**config.mk**
```make
export PLATFORM = sky130hd
export DESIGN_NAME = display_scan_ctrl
export DESIGN_NICKNAME = d
export VERILOG_FILES = /design/src/rtl/display_scan_ctrl.sv
export SDC_FILE = /design/constraint.sdc
export NUM_CORES = 1
export LEC_CHECK = 0
export BUFFER_PORTS_ARGS = -buffer_cell sky130_fd_sc_hd__buf_2
export CORE_ASPECT_RATIO = 0.6
export CORE_MARGIN = 4
export CORE_UTILIZATION = 54
export CTS_BUF_LIST = sky130_fd_sc_hd__clkbuf_8
export CTS_CLUSTER_SIZE = 8
export DETAILED_ROUTE_END_ITERATION = 7
export PLACE_DENSITY = 0.85
export SLEW_MARGIN = 20
export SYNTH_ARGS = -nofsm -noshare
export SYNTH_HDL_FRONTEND = slang
export SYNTH_SLANG_ARGS = --single-unit
```
**constraint.sdc**
```tcl
create_clock -name Clock -period 1.8 [get_ports Clock]
set_input_delay 0.36 -clock Clock [delete_from_list [all_inputs] [get_ports Clock]]
set_output_delay 0.36 -clock Clock [all_outputs]
set_load 0.05 [all_outputs]
```
**src/rtl/display_scan_ctrl.sv**
```systemverilog
// Four-digit multiplexed display scanner with PWM brightness and frame-synchronous
// shadow loading, so new display contents never appear partway through a frame.
module display_scan_ctrl #(
  parameter int TICK_DIV = 50000
) (
  input  logic        Clock,
  input  logic        Reset,
  input  logic        OnOff,
  input  logic        LoadReq,
  input  logic [15:0] Digits,
  input  logic [3:0]  Mask,
  input  logic [3:0]  Bright,
  output logic        LoadAck,
  output logic [1:0]  Sel,
  output logic [3:0]  Nibble,
  output logic [3:0]  Cat,
  output logic        FrameStart
);

  typedef enum logic [1:0] {
    IDLE  = 2'd0,
    SCAN  = 2'd1,
    BLANK = 2'd2
  } state_e;

  localparam logic [15:0] TickMax = 16'(TICK_DIV - 1);

  state_e      r_state;
  state_e      w_nextState;
  logic [15:0] r_presc;
  logic [3:0]  r_tickCnt;
  logic [1:0]  r_sel;
  logic        r_frameStart;
  logic        r_loadAck;
  logic [15:0] r_digits;
  logic [3:0]  r_mask;
  logic [3:0]  r_bright;

  logic w_tick;
  logic w_capture;
  logic w_load;

  assign w_tick = (r_state != IDLE) && (r_presc == TickMax);

  // Shadows may only change while idle or at the boundary that ends digit 3.
  assign w_capture = (r_state == IDLE) ||
                     ((r_state == BLANK) && w_tick && (r_sel == 2'd3));
  assign w_load    = w_capture && LoadReq && !r_loadAck;

  always_ff @(posedge Clock or negedge Reset) begin
    if (!Reset) begin
      r_state <= IDLE;
    end else begin
      r_state <= w_nextState;
    end
  end

  always_comb begin
    w_nextState = r_state;
    case (r_state)
      IDLE:    if (OnOff) w_nextState = SCAN;
      SCAN:    if (w_tick && (r_tickCnt == 4'd14)) w_nextState = BLANK;
      BLANK:   if (w_tick) w_nextState = OnOff ? SCAN : IDLE;
      default: w_nextState = IDLE;
    endcase
  end

  always_ff @(posedge Clock or negedge Reset) begin
    if (!Reset) begin
      r_presc      <= 16'd0;
      r_tickCnt    <= 4'd0;
      r_sel        <= 2'd0;
      r_frameStart <= 1'b0;
    end else begin
      r_frameStart <= 1'b0;
      case (r_state)
        IDLE: begin
          r_presc   <= 16'd0;
          r_tickCnt <= 4'd0;
          if (OnOff) begin
            r_sel        <= 2'd0;
            r_frameStart <= 1'b1;
          end
        end
        SCAN: begin
          r_presc <= w_tick ? 16'd0 : r_presc + 16'd1;
          if (w_tick) r_tickCnt <= r_tickCnt + 4'd1;
        end
        BLANK: begin
          r_presc <= w_tick ? 16'd0 : r_presc + 16'd1;
          if (w_tick) begin
            r_tickCnt <= 4'd0;
            // Sel is left alone when stopping so the last digit stays visible on Nibble.
            if (OnOff) begin
              r_sel        <= r_sel + 2'd1;
              r_frameStart <= (r_sel == 2'd3);
            end
          end
        end
        default: begin
          r_presc   <= 16'd0;
          r_tickCnt <= 4'd0;
        end
      endcase
    end
  end

  always_ff @(posedge Clock or negedge Reset) begin
    if (!Reset) begin
      r_digits  <= 16'd0;
      r_mask    <= 4'd0;
      r_bright  <= 4'd0;
      r_loadAck <= 1'b0;
    end else begin
      r_loadAck <= w_load;
      if (w_load) begin
        r_digits <= Digits;
        r_mask   <= Mask;
        r_bright <= Bright;
      end
    end
  end

  always_comb begin
    Cat    = 4'b1111;
    Nibble = r_digits[{r_sel, 2'b00} +: 4];
    if ((r_state == SCAN) && r_mask[r_sel] && (r_tickCnt < r_bright)) Cat[r_sel] = 1'b0;
  end

  assign Sel        = r_sel;
  assign LoadAck    = r_loadAck;
  assign FrameStart = r_frameStart;

endmodule

```
==> run metrics, run 1 <==
status=finished, violations left; failing checks=setup timing; DRC errors left=0; Seq/Total Area, Yosys=44.3%; initial antenna violation count=0; Clock Root Buffer=clkbuf_8; final hold viol count=0; RSZ-0062 raised after global routing=yes; Worst-Skew Late Latency=0.33 ns; Critical Path AT=1.82 ns; hold path start=Digits[15]; largest cells by area after synthesis=dfrtp_1 44%, o32ai_1 7.1%, ha_1 6.2%; Filler Cells Inserted=222; fin nets=416; Layout Area Growth over Synthesis=49.9%; VDD IR max=0.313 mV; worst stage delay on the critical path=0.36 ns; Routability Congestion=0.849; Pwr Density=506 nW/um^2; pin count of the biggest net entering global routing=45; Die X=101 um; Slew Limit Fails=0; Total GRT Usage=30.4%; Cells after Synth=284; CP Capture Type=output port; synth warn=0; n_diodes=0; relative slew slack=65.3%; pre-CTS setup slack=-0.0680 ns; Max-Cap Viols=0; total power=2.14 mW; syn_nets=326; I/O pin total=40; Crit. Startpoint=r_bright[1]; final wirelength=12000 um; CTS tree=yes; row count=20; origin of the critical flop-to-flop path=r_presc[7]; final setup violating endpoints=56; Yosys cell types=41; Max Clock Freq=458 MHz; Die ar.=6490 um^2; biggest area consumer among synthesized cells=dfrtp_1; Worst-Margin Slew=0.516 ns; DR WL/cell=27.2 um; CTS sink count=50; fin crit share=121%; Port Buffer Count=39; Commonest cells post-synth=50 x dfrtp_1, 35 x nand2_1, 33 x inv_1; clk slew on worst S/H paths=0.10 ns; clock skew=0.00800 ns; 1st-iter DRT viols=479; Routed Antenna Nets=0; Post-synth EDFFs=0; core area=5050 um^2; CP max stage cell=dfrtp_1; worst-path cell chain=inv_1 > ha_1 > a21o_1 > a21oi_2 > buf_4 > o211ai_1 > buf_4; CP Max Fanout=4; most used cell, CP=buf_4; Avg Cell Area, Syn=9.94 um^2; via density per instance=7.09; DP HPWL=5330 um; count leader, synth=dfrtp_1; Final min period=2.18 ns; Die Span Y=64.0 um; vias in the first global route=2758; CP required=1.44 ns; first-pass GRT wire length=14800 um; post-synth top area share=44.3%; H-tree Lvls=2; ys async rst share=100%; Mapped Area=2820 um^2; Clock Path Buffers=2; worst setup margin=-0.384 ns; Starting Density=55.9%; Hold Path Class=in -> reg; leakage power=1.93 nW; ratio of cells with drive above 1 in the final layout=48.0%; TritonCTS Buffers=5; WS Path Type=reg -> out; Primary FF master, synth=dfrtp_1; drt pass-1 iters=6; register bit total from synthesis=50; startpoint types=flop; gr ovfl total=0; via count=3126
==> worst paths after layout <==
path                                endpoint  slack (ns)  cells past startpoint
worst max register to register  r_digits[13]       -0.33                      6
worst min-delay path            r_digits[15]        0.30                      3
min in group asynchronous       r_digits[12]        0.42                      2
max in group asynchronous             Sel[1]        0.88                      3
worst min register to register   r_digits[8]        0.57                      2
worst max-delay path                  Cat[1]       -0.38                      7
==> area by class of cell <==
type	count	area, um^2	area share [%]
multi-input cells	185	1840	43.4
well taps	66	82.6	1.95
inverters	33	124	2.93
flip-flops and latches	50	1250	29.6
repair buffers	99	840	19.8
clock buffers	6	82.6	1.95
clock inverters	2	12.5	0.296
==> per-layer routing <==
metal	track usage, %	part of all wire, %	vias up
li1	-	-	1194
met1	42.9	37	1496
met2	42.7	41	324
met3	6.76	14	112
met4	17.9	8.4	0
met5	0	0	-
==> cell usage in the layout (no fill, tap or decap), types with 3 or more instances in the layout <==
cell	n
mux4_2	5
nand2b_1	4
nand3_1	12
ha_1	11
buf_4	45
o211ai_1	13
o32ai_2	16
o32ai_4	8
buf_6	13
dfrtp_1	48
nand2_1	34
buf_2	31
xor2_1	10
buf_12	3
nand4_1	6
clkbuf_8	6
nor4_4	3
clkbuf_16	4
o21ai_0	4
a21oi_2	4
o21ai_2	3
inv_1	31
nor2_4	10
==> sequential cells by signal (all words and copies together), names as in the netlist <==
register    flops
LoadAck         1
r_presc        16
r_tickCnt       4
FrameStart      1
r_bright        4
r_state         2
r_mask          4
Sel             2
r_digits       16
==> power by group <==
part,internal [mW],total (mW),switching [mW]
Sequential,1.15,1.17,0.0198
Combinational,0.0966,0.243,0.147
Clock,0.310,0.730,0.420
Total,1.56,2.14,0.587
==> metrics by stage <==
step	TNS (ns)	hold slack (ns)	instance area, um^2	cells	utilization, %
after floorplan	-3.02	0.0644	3010	284	-
after global placement	-0.0411	0.209	3510	412	69.5
after detailed placement	-0.343	0.209	3510	412	69.5
after CTS	-2.41	0.299	3870	435	76.5
after global routing	-14.64	0.296	4230	441	83.8
final	-11.51	0.296	4230	441	83.8
==> cells by family (layout without fill, tap and decap cells) <==
group | Yosys count | in the layout | synth area share [%]
muxes | 6 | 6 | 4.39
buffers and inverters | 49 | 140 | 7.31
xor gates and xnor gates | 11 | 11 | 3.41
and+or+nand+nor | 98 | 98 | 19.1
adders and majority gates | 14 | 14 | 6.20
DFF | 50 | 50 | 44.3
AOI/OAI and AO/OA | 56 | 56 | 15.3
==> critical path, delay by kind of cell, from the launching register on <==
family / cells / cell delay, ns
compound gates: 3 / 0.44
buf+inv: 3 / 0.41
flops: 1 / 0.36
fa+ha+maj: 1 / 0.29
==> repair_timing <==
action / CTS / global route
hold endpoints to repair: 6 / 0
cloned: 3 / 3
hold buffers: 1 / 0
pin swaps: 12 / 30
setup buffers: 11 / 5
endpoints found under the setup margin: 38 / 56
resized for setup: 29 / 63
No activity file was read; power rests on OpenSTA's default activity.
==> inputs of run 2 (changes only) <==
PLACE_DENSITY = default   (was 0.85)
PLACE_DENSITY_LB_ADDON = 0.3   (was default)
==> run 2 against run 1 <==
Compared with the run above:
- the run still ends with setup timing left
- clock skew up 0.0098 ns
- wire length down 7.8%
- flip-flop and latch count unchanged
- die area is the same
- first-iteration DRC count rose by 6.3%
- non-clock buffer count shrank 2
- critical path depth fell by 3
- global-route usage increased by 0.059 points
- clock power grew 38%
- via count decreased by 5.1%
==> run metrics, run 2 (synthesized netlist as in run 1, its figures left out) <==
CTS sink count=50; I/O pin total=40; biggest regs=r_digits: 16 flops, r_presc: 16 flops; row count=20; most frequent cells in the layout=48 x dfrtp_1, 39 x buf_4, 34 x nand2_1; RSZ-0062 raised after global routing=yes; worst setup margin=-0.386 ns; Port Buffer Count=39; n_diodes=0; Routability Congestion=0.803; drt pass-1 iters=5; DR WL/cell=25.2 um; first-pass GRT wire length=14900 um; Worst-Margin Slew=0.619 ns; Clock Path Buffers=2; FF+latch area=1250 um^2; fin nets=414; Pwr Density=552 nW/um^2; worst-path cell chain=mux4_2 > and3b_2 > o211ai_1 > buf_4; CP bufs+invs=1; Die ar.=6490 um^2; R2R depth=9; cell area after layout=4400 um^2; final wirelength=11100 um; hold path start=Digits[9]; Filler Cells Inserted=199; Starting Density=55.9%; DP Area=3530 um^2; r2r setup slk=-0.28 ns; DRC errors left=0; DP HPWL=5440 um; Routed Antenna Nets=0; Worst-Skew Late Latency=0.32 ns; failing checks=setup timing; ratio of cells with drive above 1 in the final layout=46.9%; pin count of the biggest net entering global routing=31; Hold EP=r_digits[9]; CP Max Fanout=4; startpoint types=flop; initial antenna violation count=0; via density per instance=6.76; Slew Limit Fails=0; origin of the critical flop-to-flop path=r_state[0]; multi-input logic area=1890 um^2; Total GRT Usage=30.5%; Reg2Reg Capture Point=r_mask[2]; TritonCTS Buffers=5; Die Span Y=64.0 um; gr ovfl total=0; leakage power=1.98 nW; Clock Root Buffer=clkbuf_8; clk slew on worst S/H paths=0.11 ns; VDD IR max=0.338 mV; Max Clock Freq=457 MHz; Final min period=2.19 ns; core area=5050 um^2; relative slew slack=58.8%; clock skew=0.0178 ns; vias in the first global route=2849; CTS tree=yes; CP max stage cell=mux4_2; CP required=1.44 ns; Critical Path AT=1.83 ns; kind of cell adding the most delay to the critical path=multiplexers; total power=2.43 mW; WS Path Type=reg -> out; via count=2968; final setup violating endpoints=54; 1st-iter DRT viols=509; H-tree Lvls=2; most common cell after layout, fill and taps aside=dfrtp_1; hold depth=3; Max-Cap Viols=0; Die X=101 um; Layout Area Growth over Synthesis=55.9%; status=finished, violations left; worst stage delay on the critical path=0.47 ns; Hold Path Class=in -> reg; CP Capture Type=output port; fin crit share=121%; final hold viol count=0
run 2: cell count changes in the layout (fill, tap and decap cells not counted), moves of 3 or more:
| cell | delta |
|---|---|
| o32ai_2 | -7 |
| o32ai_4 | +7 |
| buf_4 | -6 |
| buf_12 | +4 |
| buf_16 | +4 |
| clkbuf_16 | -4 |
| buf_6 | -3 |
| nor2_1 | +3 |
| nor2_4 | -3 |
| o21ai_2 | -3 |
run 2: stage by stage:
step / setup WS [ns] / hold WS, ns / cells / util, % / setup TNS [ns]
2_1_floorplan: -0.403 / 0.0644 / 284 / - / -3.02
3_3_place_gp: -0.00485 / 0.216 / 412 / 69.8 / -0.00494
3_5_place_dp: -0.0988 / 0.216 / 412 / 69.8 / -0.692
4_1_cts: -0.314 / 0.307 / 435 / 79.6 / -4.13
5_1_grt: -0.413 / 0.314 / 439 / 87.1 / -11.54
6_report: -0.386 / 0.306 / 439 / 87.1 / -9.62
run 2: layout make-up:
cell class	count	area share, %
clock buffer	6	1.88
clock inverter	2	1.36
inverter	33	2.81
multi-input combinational	185	42.9
sequential	50	28.5
tap	66	1.88
timing repair buffer	97	20.7
run 2: worst max-delay path by stage:
stage | slack, ns | from | cells after the start | end
4_1_cts | -0.31 | r_tickCnt[1] | 6 | Cat[3]
3_3_place_gp | -0.005 | r_state[0] | 8 | r_bright[2]
5_1_grt | -0.41 | Sel[0] | 4 | Cat[1]
2_1_floorplan | -0.40 | Sel[0] | 4 | Cat[0]
3_5_place_dp | -0.1 | r_state[1] | 8 | r_digits[1]
6_report | -0.39 | r_mask[2] | 4 | Cat[0]
run 2: worst register-to-register path, delay by kind of cell, from the launching register on:
| family | cells | cell delay, ns |
|---|---|---|
| AND/OR/NAND/NOR | 2 | 0.45 |
| flip-flops | 1 | 0.40 |
| AO/OA/AOI/OAI | 2 | 0.40 |
| adder cells (fa/ha/maj) | 1 | 0.18 |
| buffers and inverters | 4 | 0.56 |
run 2: metal layers:
| layer | vias to the layer above | track usage (%) | routed length [um] |
|---|---|---|---|
| met5 | - | 0 | 0 |
| met4 | 0 | 12.3 | 554 |
| met3 | 75 | 10.5 | 1210 |
| met2 | 244 | 45.0 | 4930 |
| met1 | 1454 | 41.1 | 4350 |
| li1 | 1195 | - | - |
run 2: repair_timing:
item	CTS	global route
resized for setup	37	61
pin swaps	8	20
buffers inserted	9	4
cloned	6	1
setup endpoints to repair	35	54
endpoints found under the hold margin	5	0
hold buffers	1	0
run 2: power by group:
group / switching [mW] / internal, mW / total, mW / leakage, nW
clock: 0.414 / 0.593 / 1.01 / 0.0714
combinational: 0.148 / 0.103 / 0.251 / 1.26
sequential: 0.0211 / 1.15 / 1.17 / 0.642
total: 0.583 / 1.85 / 2.43 / 1.98
